==> config.mk <==
export PLATFORM = sky130hd
export DESIGN_NAME = ct_lsu_dcache_dirty_ram_ctrl
export DESIGN_NICKNAME = d
export VERILOG_FILES = /design/src/rtl/ct_lsu_dcache_dirty_ram_ctrl_pkg.sv /design/src/rtl/ct_lsu_dirty_mem.sv /design/src/rtl/ct_lsu_dcache_dirty_ram_ctrl.sv
export SDC_FILE = /design/constraint.sdc
export NUM_CORES = 2
export LEC_CHECK = 0
export ABC_CLOCK_PERIOD_IN_PS = 26500
export BUFFER_PORTS_ARGS = -buffer_cell sky130_fd_sc_hd__buf_2
export CAP_MARGIN = 5
export CORE_UTILIZATION = 30
export CTS_BUF_LIST = sky130_fd_sc_hd__clkbuf_2
export CTS_CLUSTER_DIAMETER = 120
export DETAILED_ROUTE_END_ITERATION = 16
export HOLD_SLACK_MARGIN = 0.1
export PLACE_DENSITY_LB_ADDON = 0.05
export SYNTH_ARGS = -nofsm -noshare
export SYNTH_HDL_FRONTEND = slang
export SYNTH_HIERARCHICAL = 1
export SYNTH_SLANG_ARGS = --single-unit
==> constraint.sdc <==
create_clock -name forever_cpuclk -period 26.5 [get_ports forever_cpuclk]
set_clock_uncertainty 0.15 [all_clocks]
set_input_delay 5.3 -clock forever_cpuclk [delete_from_list [all_inputs] [get_ports forever_cpuclk]]
set_output_delay 5.3 -clock forever_cpuclk [all_outputs]
set_load 0.02 [all_outputs]
==> src/rtl/ct_lsu_dcache_dirty_ram_ctrl_pkg.sv <==
// Shared LSU definitions for the dcache dirty array: FSM encodings,
// dcache size configuration and array depth derivation.
package ct_lsu_dcache_dirty_ram_ctrl_pkg;

  typedef enum logic [2:0] {
    SCAN_IDLE = 3'd0,
    SCAN_RD   = 3'd1,
    SCAN_CHK  = 3'd2,
    SCAN_HOLD = 3'd3,
    SCAN_DONE = 3'd4
  } scan_state_e;

  typedef enum logic {
    INIT_READY = 1'b0,
    INIT_BUSY  = 1'b1
  } init_state_e;

  typedef enum logic {
    DCACHE_32K = 1'b0,
    DCACHE_64K = 1'b1
  } dcache_cfig_e;

  localparam int unsigned DCACHE_32K_IDX_W = 8;
  localparam int unsigned DCACHE_64K_IDX_W = 9;
  localparam dcache_cfig_e CPU_CFIG_DCACHE = DCACHE_64K;

  function automatic int unsigned cfig_idx_w(input dcache_cfig_e cfg);
    return (cfg == DCACHE_32K) ? DCACHE_32K_IDX_W : DCACHE_64K_IDX_W;
  endfunction

  function automatic int unsigned depth_of(input int unsigned idx_w);
    return 32'(1) << idx_w;
  endfunction

endpackage

==> src/rtl/ct_lsu_dirty_mem.sv <==
// Single-port dirty array with macro-style pins (active-low CEN/GWEN/WEN,
// registered Q that holds between reads); replaceable by a compiled SRAM.
module ct_lsu_dirty_mem
  import ct_lsu_dcache_dirty_ram_ctrl_pkg::*;
#(
  parameter int unsigned ADDR_W = 9,
  parameter int unsigned DATA_W = 7
) (
  input  logic              CLK,
  input  logic              CEN,
  input  logic              GWEN,
  input  logic [DATA_W-1:0] WEN,
  input  logic [ADDR_W-1:0] A,
  input  logic [DATA_W-1:0] D,
  output logic [DATA_W-1:0] Q
);

  localparam int unsigned DEPTH = depth_of(ADDR_W);

  logic [DATA_W-1:0] mem [DEPTH];

  always_ff @(posedge CLK) begin
    if (!CEN) begin
      if (!GWEN) begin
        mem[A] <= (mem[A] & WEN) | (D & ~WEN);
      end else begin
        Q <= mem[A];
      end
    end
  end

endmodule

==> src/rtl/ct_lsu_dcache_dirty_ram_ctrl.sv <==
// Dcache dirty/status array controller: self-init after reset, host port,
// and a dirty-line scan engine that streams nonzero entries for flush/clean.
module ct_lsu_dcache_dirty_ram_ctrl
  import ct_lsu_dcache_dirty_ram_ctrl_pkg::*;
#(
  parameter int unsigned IDX_W  = cfig_idx_w(CPU_CFIG_DCACHE),
  parameter int unsigned DATA_W = 7
) (
  input  logic              forever_cpuclk,
  input  logic              cpurst_b,
  input  logic              pad_yy_icg_scan_en,
  input  logic              cp0_lsu_icg_en,
  input  logic              dirty_gateclk_en,
  input  logic              dirty_sel_b,
  input  logic              dirty_gwen_b,
  input  logic [DATA_W-1:0] dirty_wen_b,
  input  logic [IDX_W-1:0]  dirty_idx,
  input  logic [DATA_W-1:0] dirty_din,
  output logic [DATA_W-1:0] dirty_dout,
  output logic              init_busy,
  input  logic              scan_req,
  output logic              scan_busy,
  output logic              scan_vld,
  input  logic              scan_rdy,
  output logic [IDX_W-1:0]  scan_idx,
  output logic [DATA_W-1:0] scan_data,
  output logic              scan_done
);

  localparam logic [IDX_W-1:0] IDX_LAST = {IDX_W{1'b1}};

  init_state_e       init_cur, init_nxt;
  logic [IDX_W-1:0]  init_cnt, init_cnt_nxt;
  scan_state_e       scan_cur, scan_nxt;
  logic [IDX_W-1:0]  scan_ptr, scan_ptr_nxt;
  logic [DATA_W-1:0] scan_data_q, scan_data_nxt;
  logic              advance;
  logic              dout_sel_q;
  logic [DATA_W-1:0] dout_hold_q;

  logic              clk_en, host_req, host_wr, host_rd, scan_rd, fwd_hit;
  logic              mem_cen, mem_gwen;
  logic [IDX_W-1:0]  mem_a;
  logic [DATA_W-1:0] mem_wen, mem_d, mem_q, wr_merged_q, wr_merged_hold;
  logic [DATA_W-1:0] chk_data, hold_data;

  // ICG enable: global_en tied high, external_en tied low.
  assign clk_en   = pad_yy_icg_scan_en | cp0_lsu_icg_en | dirty_gateclk_en | init_busy | scan_busy;
  assign host_req = !dirty_sel_b && !init_busy && clk_en;
  assign host_wr  = host_req && !dirty_gwen_b;
  assign host_rd  = host_req && dirty_gwen_b;
  assign scan_rd  = (scan_cur == SCAN_RD) && dirty_sel_b;

  // A host write to the entry under scan is merged into the scan copy on the same edge.
  assign fwd_hit        = host_wr && (dirty_idx == scan_ptr);
  assign wr_merged_q    = (mem_q & dirty_wen_b) | (dirty_din & ~dirty_wen_b);
  assign wr_merged_hold = (scan_data_q & dirty_wen_b) | (dirty_din & ~dirty_wen_b);
  assign chk_data       = fwd_hit ? wr_merged_q : mem_q;
  assign hold_data      = fwd_hit ? wr_merged_hold : scan_data_q;

  assign init_busy  = (init_cur == INIT_BUSY);
  assign scan_busy  = scan_cur inside {SCAN_RD, SCAN_CHK, SCAN_HOLD};
  assign scan_vld   = (scan_cur == SCAN_HOLD);
  assign scan_done  = (scan_cur == SCAN_DONE);
  assign scan_idx   = scan_ptr;
  assign scan_data  = scan_data_q;
  // Q is shared with the scan engine, so host data is shown live only right after a host read.
  assign dirty_dout = dout_sel_q ? mem_q : dout_hold_q;

  always_comb begin
    init_nxt     = init_cur;
    init_cnt_nxt = init_cnt;
    if (init_cur == INIT_BUSY) begin
      if (init_cnt == IDX_LAST) begin
        init_nxt = INIT_READY;
      end else begin
        init_cnt_nxt = init_cnt + IDX_W'(1);
      end
    end
  end

  always_comb begin
    scan_nxt      = scan_cur;
    scan_ptr_nxt  = scan_ptr;
    scan_data_nxt = scan_data_q;
    advance       = 1'b0;
    case (scan_cur)
      SCAN_IDLE: begin
        if (scan_req && !init_busy) begin
          scan_nxt     = SCAN_RD;
          scan_ptr_nxt = '0;
        end
      end
      SCAN_RD: begin
        if (dirty_sel_b) scan_nxt = SCAN_CHK;
      end
      SCAN_CHK: begin
        if (chk_data != '0) begin
          scan_nxt      = SCAN_HOLD;
          scan_data_nxt = chk_data;
        end else begin
          advance = 1'b1;
        end
      end
      SCAN_HOLD: begin
        scan_data_nxt = hold_data;
        advance       = scan_rdy;
      end
      SCAN_DONE: scan_nxt = SCAN_IDLE;
      default:   scan_nxt = SCAN_IDLE;
    endcase
    if (advance) begin
      if (scan_ptr == IDX_LAST) begin
        scan_nxt = SCAN_DONE;
      end else begin
        scan_nxt     = SCAN_RD;
        scan_ptr_nxt = scan_ptr + IDX_W'(1);
      end
    end
  end

  // Port mux priority: init, then host, then scan.
  always_comb begin
    mem_cen  = 1'b1;
    mem_gwen = 1'b1;
    mem_wen  = '1;
    mem_a    = init_cnt;
    mem_d    = '0;
    if (init_busy) begin
      mem_cen  = 1'b0;
      mem_gwen = 1'b0;
      mem_wen  = '0;
    end else if (host_req) begin
      mem_cen  = 1'b0;
      mem_gwen = dirty_gwen_b;
      mem_wen  = dirty_wen_b;
      mem_a    = dirty_idx;
      mem_d    = dirty_din;
    end else if (scan_rd) begin
      mem_cen = 1'b0;
      mem_a   = scan_ptr;
    end
  end

  always_ff @(posedge forever_cpuclk) begin
    if (!cpurst_b) begin
      init_cur    <= INIT_BUSY;
      init_cnt    <= '0;
      scan_cur    <= SCAN_IDLE;
      scan_ptr    <= '0;
      scan_data_q <= '0;
      dout_sel_q  <= 1'b0;
      dout_hold_q <= '0;
    end else begin
      init_cur    <= init_nxt;
      init_cnt    <= init_cnt_nxt;
      scan_cur    <= scan_nxt;
      scan_ptr    <= scan_ptr_nxt;
      scan_data_q <= scan_data_nxt;
      dout_sel_q  <= host_rd;
      dout_hold_q <= dirty_dout;
    end
  end

  ct_lsu_dirty_mem #(
    .ADDR_W (IDX_W),
    .DATA_W (DATA_W)
  ) u_mem (
    .CLK  (forever_cpuclk),
    .CEN  (mem_cen),
    .GWEN (mem_gwen),
    .WEN  (mem_wen),
    .A    (mem_a),
    .D    (mem_d),
    .Q    (mem_q)
  );

endmodule

# Word level (Yosys, flattened, before mapping)
# Memory sizes are Yosys's and may differ from the RTL's.
# Index checks and enable logic that the tools add are counted.
[totals] ramBits=3584 wordCells=92 n_memories=1 in_bits=32 output_inout_bits=27 ff_bits=44
[op_classes] reduce_logical=18 add_sub_neg=2 bitwise=16 mux=34 eq_ne=13
[mem_list] memory="u_mem.mem" words=512 word_bits=7 read_ports=1 rd_ports_with_merged_regs=0 write_ports=1 line="ct_lsu_dirty_mem.sv:20" source="logic [DATA_W-1:0] mem [DEPTH];"
[ops] operator="$mux 9" n=7
[ops] operator="$mux 7" n=8
[ops] operator="$and 7x7->7" n=5
[ops] operator="$or 7x7->7" n=3
[ops] operator="$add 9x1->9 const B" n=2
[ops] operator="$eq 9x9->1 const B" n=2
[ops] operator="$mux 3" n=5
[ops] operator="$not 7->7" n=2
[ops] operator="$pmux 7 s2" n=1
[ops] operator="$pmux 3 s4" n=1
[ops] operator="$mux 1" n=11
[ops] operator="$eq 9x9->1" n=1
[ops] operator="$logic_and 1x1->1" n=7
[ops] operator="$reduce_bool 7->1" n=1
[ops] operator="$eq 3x2->1 const B" n=2
[ops] operator="$ne 2x1->1 const B" n=3
[ops] operator="$ne 3x3->1 const B" n=2
[ops] operator="$or 1x1->1" n=4
[ops] operator="$reduce_and 2->1" n=2
[ops] operator="$reduce_and 4->1" n=1
[ops] operator="$eq 3x1->1 const B" n=1
[ops] operator="$eq 3x3->1 const B" n=1
[ops] operator="$logic_not 1->1" n=3
[ops] operator="$logic_not 3->1" n=1
[ops] operator="6 further kinds" n=7

# Logic depth before layout (Yosys ltp)
[logic_depth] word_depth=13 ltp_mapped=21 depth_no_buf=13

# Hierarchy
# Netlist, hierarchy kept.
[modules_own_cells] mod="ct_lsu_dirty_mem" area_each_um2=139784.1 cells_per_inst=6620 seq_area_each_um2=107833.4 instances=1
[modules_own_cells] mod="ct_lsu_dcache_dirty_ram_ctrl" area_each_um2=2407.3 cells_per_inst=305 seq_area_each_um2=740.7 instances=1

# Worst setup path after synthesis
# Ideal clock, no wire load.
[synth_path] path_kind="input -> register" start="input cp0_lsu_icg_en" end="memory u_mem.mem[0][0] (data pin)" path_stages=18 n_path_buf=6 required_time_ns=23.095 setup_ns=3.255 arrival_ns=23.364 setup_slack_ns=-0.270 cell_sequence="nor3_1 a21oi_2 nand2b_1 clkbuf_1 o22ai_1 nor2_1 buf_6 buf_6 buf_4 buf_2 buf_2 mux2i_1 a22oi_1 a31oi_1 o21ai_0 o22ai_1 and4_1 a31oi_1"
[synth_between] elab_chain_cells=10 elab_cells_between_ends=16 classes_between="6 x mux; 8 x bitwise; 1 x reduce/logical; 1 x memory"
[synth_rtl] item="start, declared" line="ct_lsu_dcache_dirty_ram_ctrl.sv:12" source="input logic cp0_lsu_icg_en,"
[synth_rtl] item="$or 1x1->1 (4 in series)" line="ct_lsu_dcache_dirty_ram_ctrl.sv:48" source="assign clk_en = pad_yy_icg_scan_en | cp0_lsu_icg_en | dirty_gateclk_en | init_busy | scan_busy;"
[synth_rtl] item="$logic_and 1x1->1" line="ct_lsu_dcache_dirty_ram_ctrl.sv:49" source="assign host_req = !dirty_sel_b && !init_busy && clk_en;"
[synth_rtl] item="$mux 9" line="ct_lsu_dcache_dirty_ram_ctrl.sv:133" source="end else if (host_req) begin"
[synth_rtl] item="$mux 9" line="ct_lsu_dcache_dirty_ram_ctrl.sv:129" source="if (init_busy) begin"
[synth_rtl] item="net mem_a[1]" line="ct_lsu_dcache_dirty_ram_ctrl.sv:43" source="logic [IDX_W-1:0] mem_a;"
[synth_rtl] item="$mem_v2 512x7"
[synth_rtl] item="$and 7x7->7" line="ct_lsu_dirty_mem.sv:25" source="mem[A] <= (mem[A] & WEN) | (D & ~WEN);"
[synth_rtl] item="$or 7x7->7" line="ct_lsu_dirty_mem.sv:25"
[synth_rtl] item="end, declared" line="ct_lsu_dirty_mem.sv:20"
# The timed path passes the listed nets, and every way through them passes these cells.

# Worst setup path in the final report
[layout_path] start="input cp0_lsu_icg_en" end="memory u_mem.mem[185][6] (data pin)"
# The elaborated chain is that of the path after synthesis.

==> impl_results.md <==
- Root Driver: clkbuf_2
- Sequential share of the synthesized area: 76.36%
- Area share of the largest cell type after synthesis: between 70 and 80%
- Cts bufs inserted: 962
- Worst-path maximum fanout: 92
- Max Cap Viol: 0
- 1st-iter DRT viols: between 7000 and 8000
- CP startpoint kind: primary input
- Worst min path class: flop to flop
- Post-DRT Antenna Nets: 0
- Initial antenna violation count: between 50 and 60
- Clk_lat worst skew: 2480 ps
- Post-synth EDFFs: approximately 3600
- Die X: 690.5 um
- Fillers: roughly 45000
- Worst endpoint required time: 28150 ps
- Starting Density: 30.17%
- Number of vias per cell: 5.113
- I/O Pins: 59
- Residual DRC: 0
- Post-synth ARST share: 0%
- Post_cts resized: 0
- Die height: 690.5 um
- Worst-Margin Slew: 1385 ps
- # H-tree levels: 6
- Crit path kind: primary input to flop
- Synth Instances: 6925
- Avg Cell Area, Syn: 20.53 um2
- RSZ-0062 raised after global routing: no
- Core ar.: 471400 um2
- Status: completed
- Relative slew slack: under 10%
- Final Cycle Share: 51.34%
- Synthesis-stage register bit count: between 3000 and 4000
- Placer Congestion: 0.7752
- FMAX: 73.51 MHz
- Most used DFF post-synth: edfxtp_1
- CP Capture Type: flop
- Max rail drop VDD: 0.04100 mV
- Post-Syn Area: 142200 um2
- DIE AREA: 476700 um2
- Vias: about 75000
- LEAKAGE: 50.50 nW
- Setup bufs post-CTS: 0
- HPWL Detailed: 301600 um
- Drt pass-1 iters: 5
- Nets: between 7000 and 8000
- Hold-fix buffers at CTS: 0
- Distinct cells, synth: 96
- GR Overflow Total: 0
- Vias in the first global route: 77190
- Slew Limit Fails: 0
- Finish-stage setup viols: 0
- Tmin final: 13600 ps
- Reg clk slew, reported paths: 90 ps
- Clk sinks: 3628
- Total wire length: 486000 um
- GRT Overall Usage: 19.94%
- TNS Setup: 0 ps
- CP arrival: 15260 ps
- Cell Pwr Density: 67.71 nW/um2
- CTS tree: built
- # port buffers: 58
- Final Instance Area: approximately 160000 um2
- Final hold viol count: 0
- Mapped Nets: between 6000 and 7000
- Wire length per cell: 33.00 um
- Area leader, netlist: edfxtp_1
- Pin count of the biggest net entering global routing: roughly 190
- Global-route wire length before repair: 660500 um
- Area Growth Syn to Fin: 11.62%
- Post-DP Area: 150000 um2
- Yosys warning count: 6
- # rows: 252
- Maximum clock insertion buffer count: 4
- Fraction of layout cells with a size suffix above 1: 31.49%
- Largest cells by area after synthesis: edfxtp_1, mux4_2, mux2i_1, nor2_1, a22oi_1
cell type report:
type / instances / area, um2 / share of cell area, %
Timing Repair Buffer: 277 / 2145 / 1.351
Clock buffer: 1402 / 7017 / 4.421
Multi-Input combinational cell: 2841 / 31400 / 19.79
Antenna cell: 11 / 27.53 / 0.01734
Inverter: 18 / 72.57 / 0.04572
Sequential cell: 3628 / 108600 / 68.41
Tap cell: 6223 / 7786 / 4.906
Clock inverter: 330 / 1690 / 1.065
cells in the mapped netlist (14+ instances only):
master,number
mux4_1,28
o22ai_1,82
clkbuf_1,150
edfxtp_1,3591
buf_2,128
dfxtp_1,37
and2_1,38
nand2_1,172
nor2b_1,26
inv_1,18
a22oi_1,164
mux4_2,773
nand4_1,42
nand3_1,74
mux2i_1,258
mux2_2,38
nor3_1,28
nor2_1,586
a31oi_1,50
nor4_1,20
buf_4,87
and3_1,15
a21oi_1,75
buf_6,52
a22o_1,41
a221oi_1,49
buf_1,14
o21ai_0,54
kinds of logic (layout without fill, tap and decap cells):
logic type               Yosys count  count (layout)  share of synthesized area [%]
multiplexers                    1098            1098                          14.89
buffers and inverters            456            2027                          1.880
AND/OR/NAND/NOR                 1093            1093                          3.560
adder cells (fa/ha/maj)            4               4                        0.03520
flip-flops                      3628            3628                          76.36
XOR/XNOR                          14              14                        0.08623
AO/OA/AOI/OAI                    632             632                          3.195
other                              0              11                              0
power by group:
group	internal, W	switching (W)
sequential	0.00620	0.00000148
combinational	0.000235	0.000360
clock	0.00153	0.00242
per-stage QoR:
step / setup WS (ps) / util (%) / instances / hold WS [ps] / total power [W]
after floorplan: -256.1 / - / 6925 / 321.9 / 0.006729
after global placement: 10500 / 31.81 / 12980 / 347.6 / 0.006947
after detailed placement: 10260 / 31.82 / 12990 / 354.7 / 0.006946
after CTS: 12980 / 33.66 / 14720 / 368.4 / 0.01096
after global routing: 12620 / 33.67 / 14730 / 403.2 / 0.01123
final: 12900 / 33.67 / 14730 / 361.7 / 0.01075
state kept, by name, summed over array words and instances, names as in the netlist, named ones only:
signal       cells
init_cnt         9
dout_hold_q      7
dout_sel_q       1
scan_cur         3
u_mem/mem     3584
scan_idx         9
u_mem/Q          7
init_busy        1
worst max-delay path, cell delays in order:
cell and delay (ps):
buf_2 90, nor3_1 60, a21oi_2 680, nand2b_1 430, nand2_1 360, nor2_1 120, nor2_4 100, buf_4 640
buf_12 450, buf_4 650, buf_4 780, mux2i_1 320, o22ai_1 130, nor4_1 670, a31oi_1 540, or4_1 900
nor4_2 870, a41oi_4 630, buf_4 600, buf_4 540
per-layer routing:
| metal | vias to the layer above | GRT usage [%] | share of wire (%) |
|---|---|---|---|
| met5 | - | 0 | 0.014 |
| met4 | 10 | 4.368 | 1.9 |
| met1 | 40980 | 28.97 | 46 |
| met3 | 664 | 3.442 | 5.7 |
| met2 | 2544 | 31.33 | 46 |
| li1 | 31110 | - | - |
cells in the final DEF (no fill, tap or decap), types with 37 or more instances in the layout:
master	count
edfxtp_1	3591
clkbuf_2	1402
mux4_2	773
nor2_1	573
mux2i_1	258
clkinv_1	246
buf_4	201
a22oi_1	164
nand2_1	154
o22ai_1	82
a21oi_1	75
nand3_1	74
buf_2	59
o21ai_0	49
a221oi_1	48
a31oi_1	44
nand4_1	42
a22o_1	41
mux2_2	38
dfxtp_1	37
final timing paths:
kind                                     start                end  slack [ps]  cells past startpoint
worst min register to register     init_cnt[7]        init_cnt[7]         360                      2
worst max-delay path            cp0_lsu_icg_en  u_mem/mem[185][6]       12900                     20
worst min-delay path               init_cnt[7]        init_cnt[7]         360                      2
worst max register to register     scan_cur[0]  u_mem/mem[185][6]       15290                     19
No activity file was read; power rests on OpenSTA's default activity.
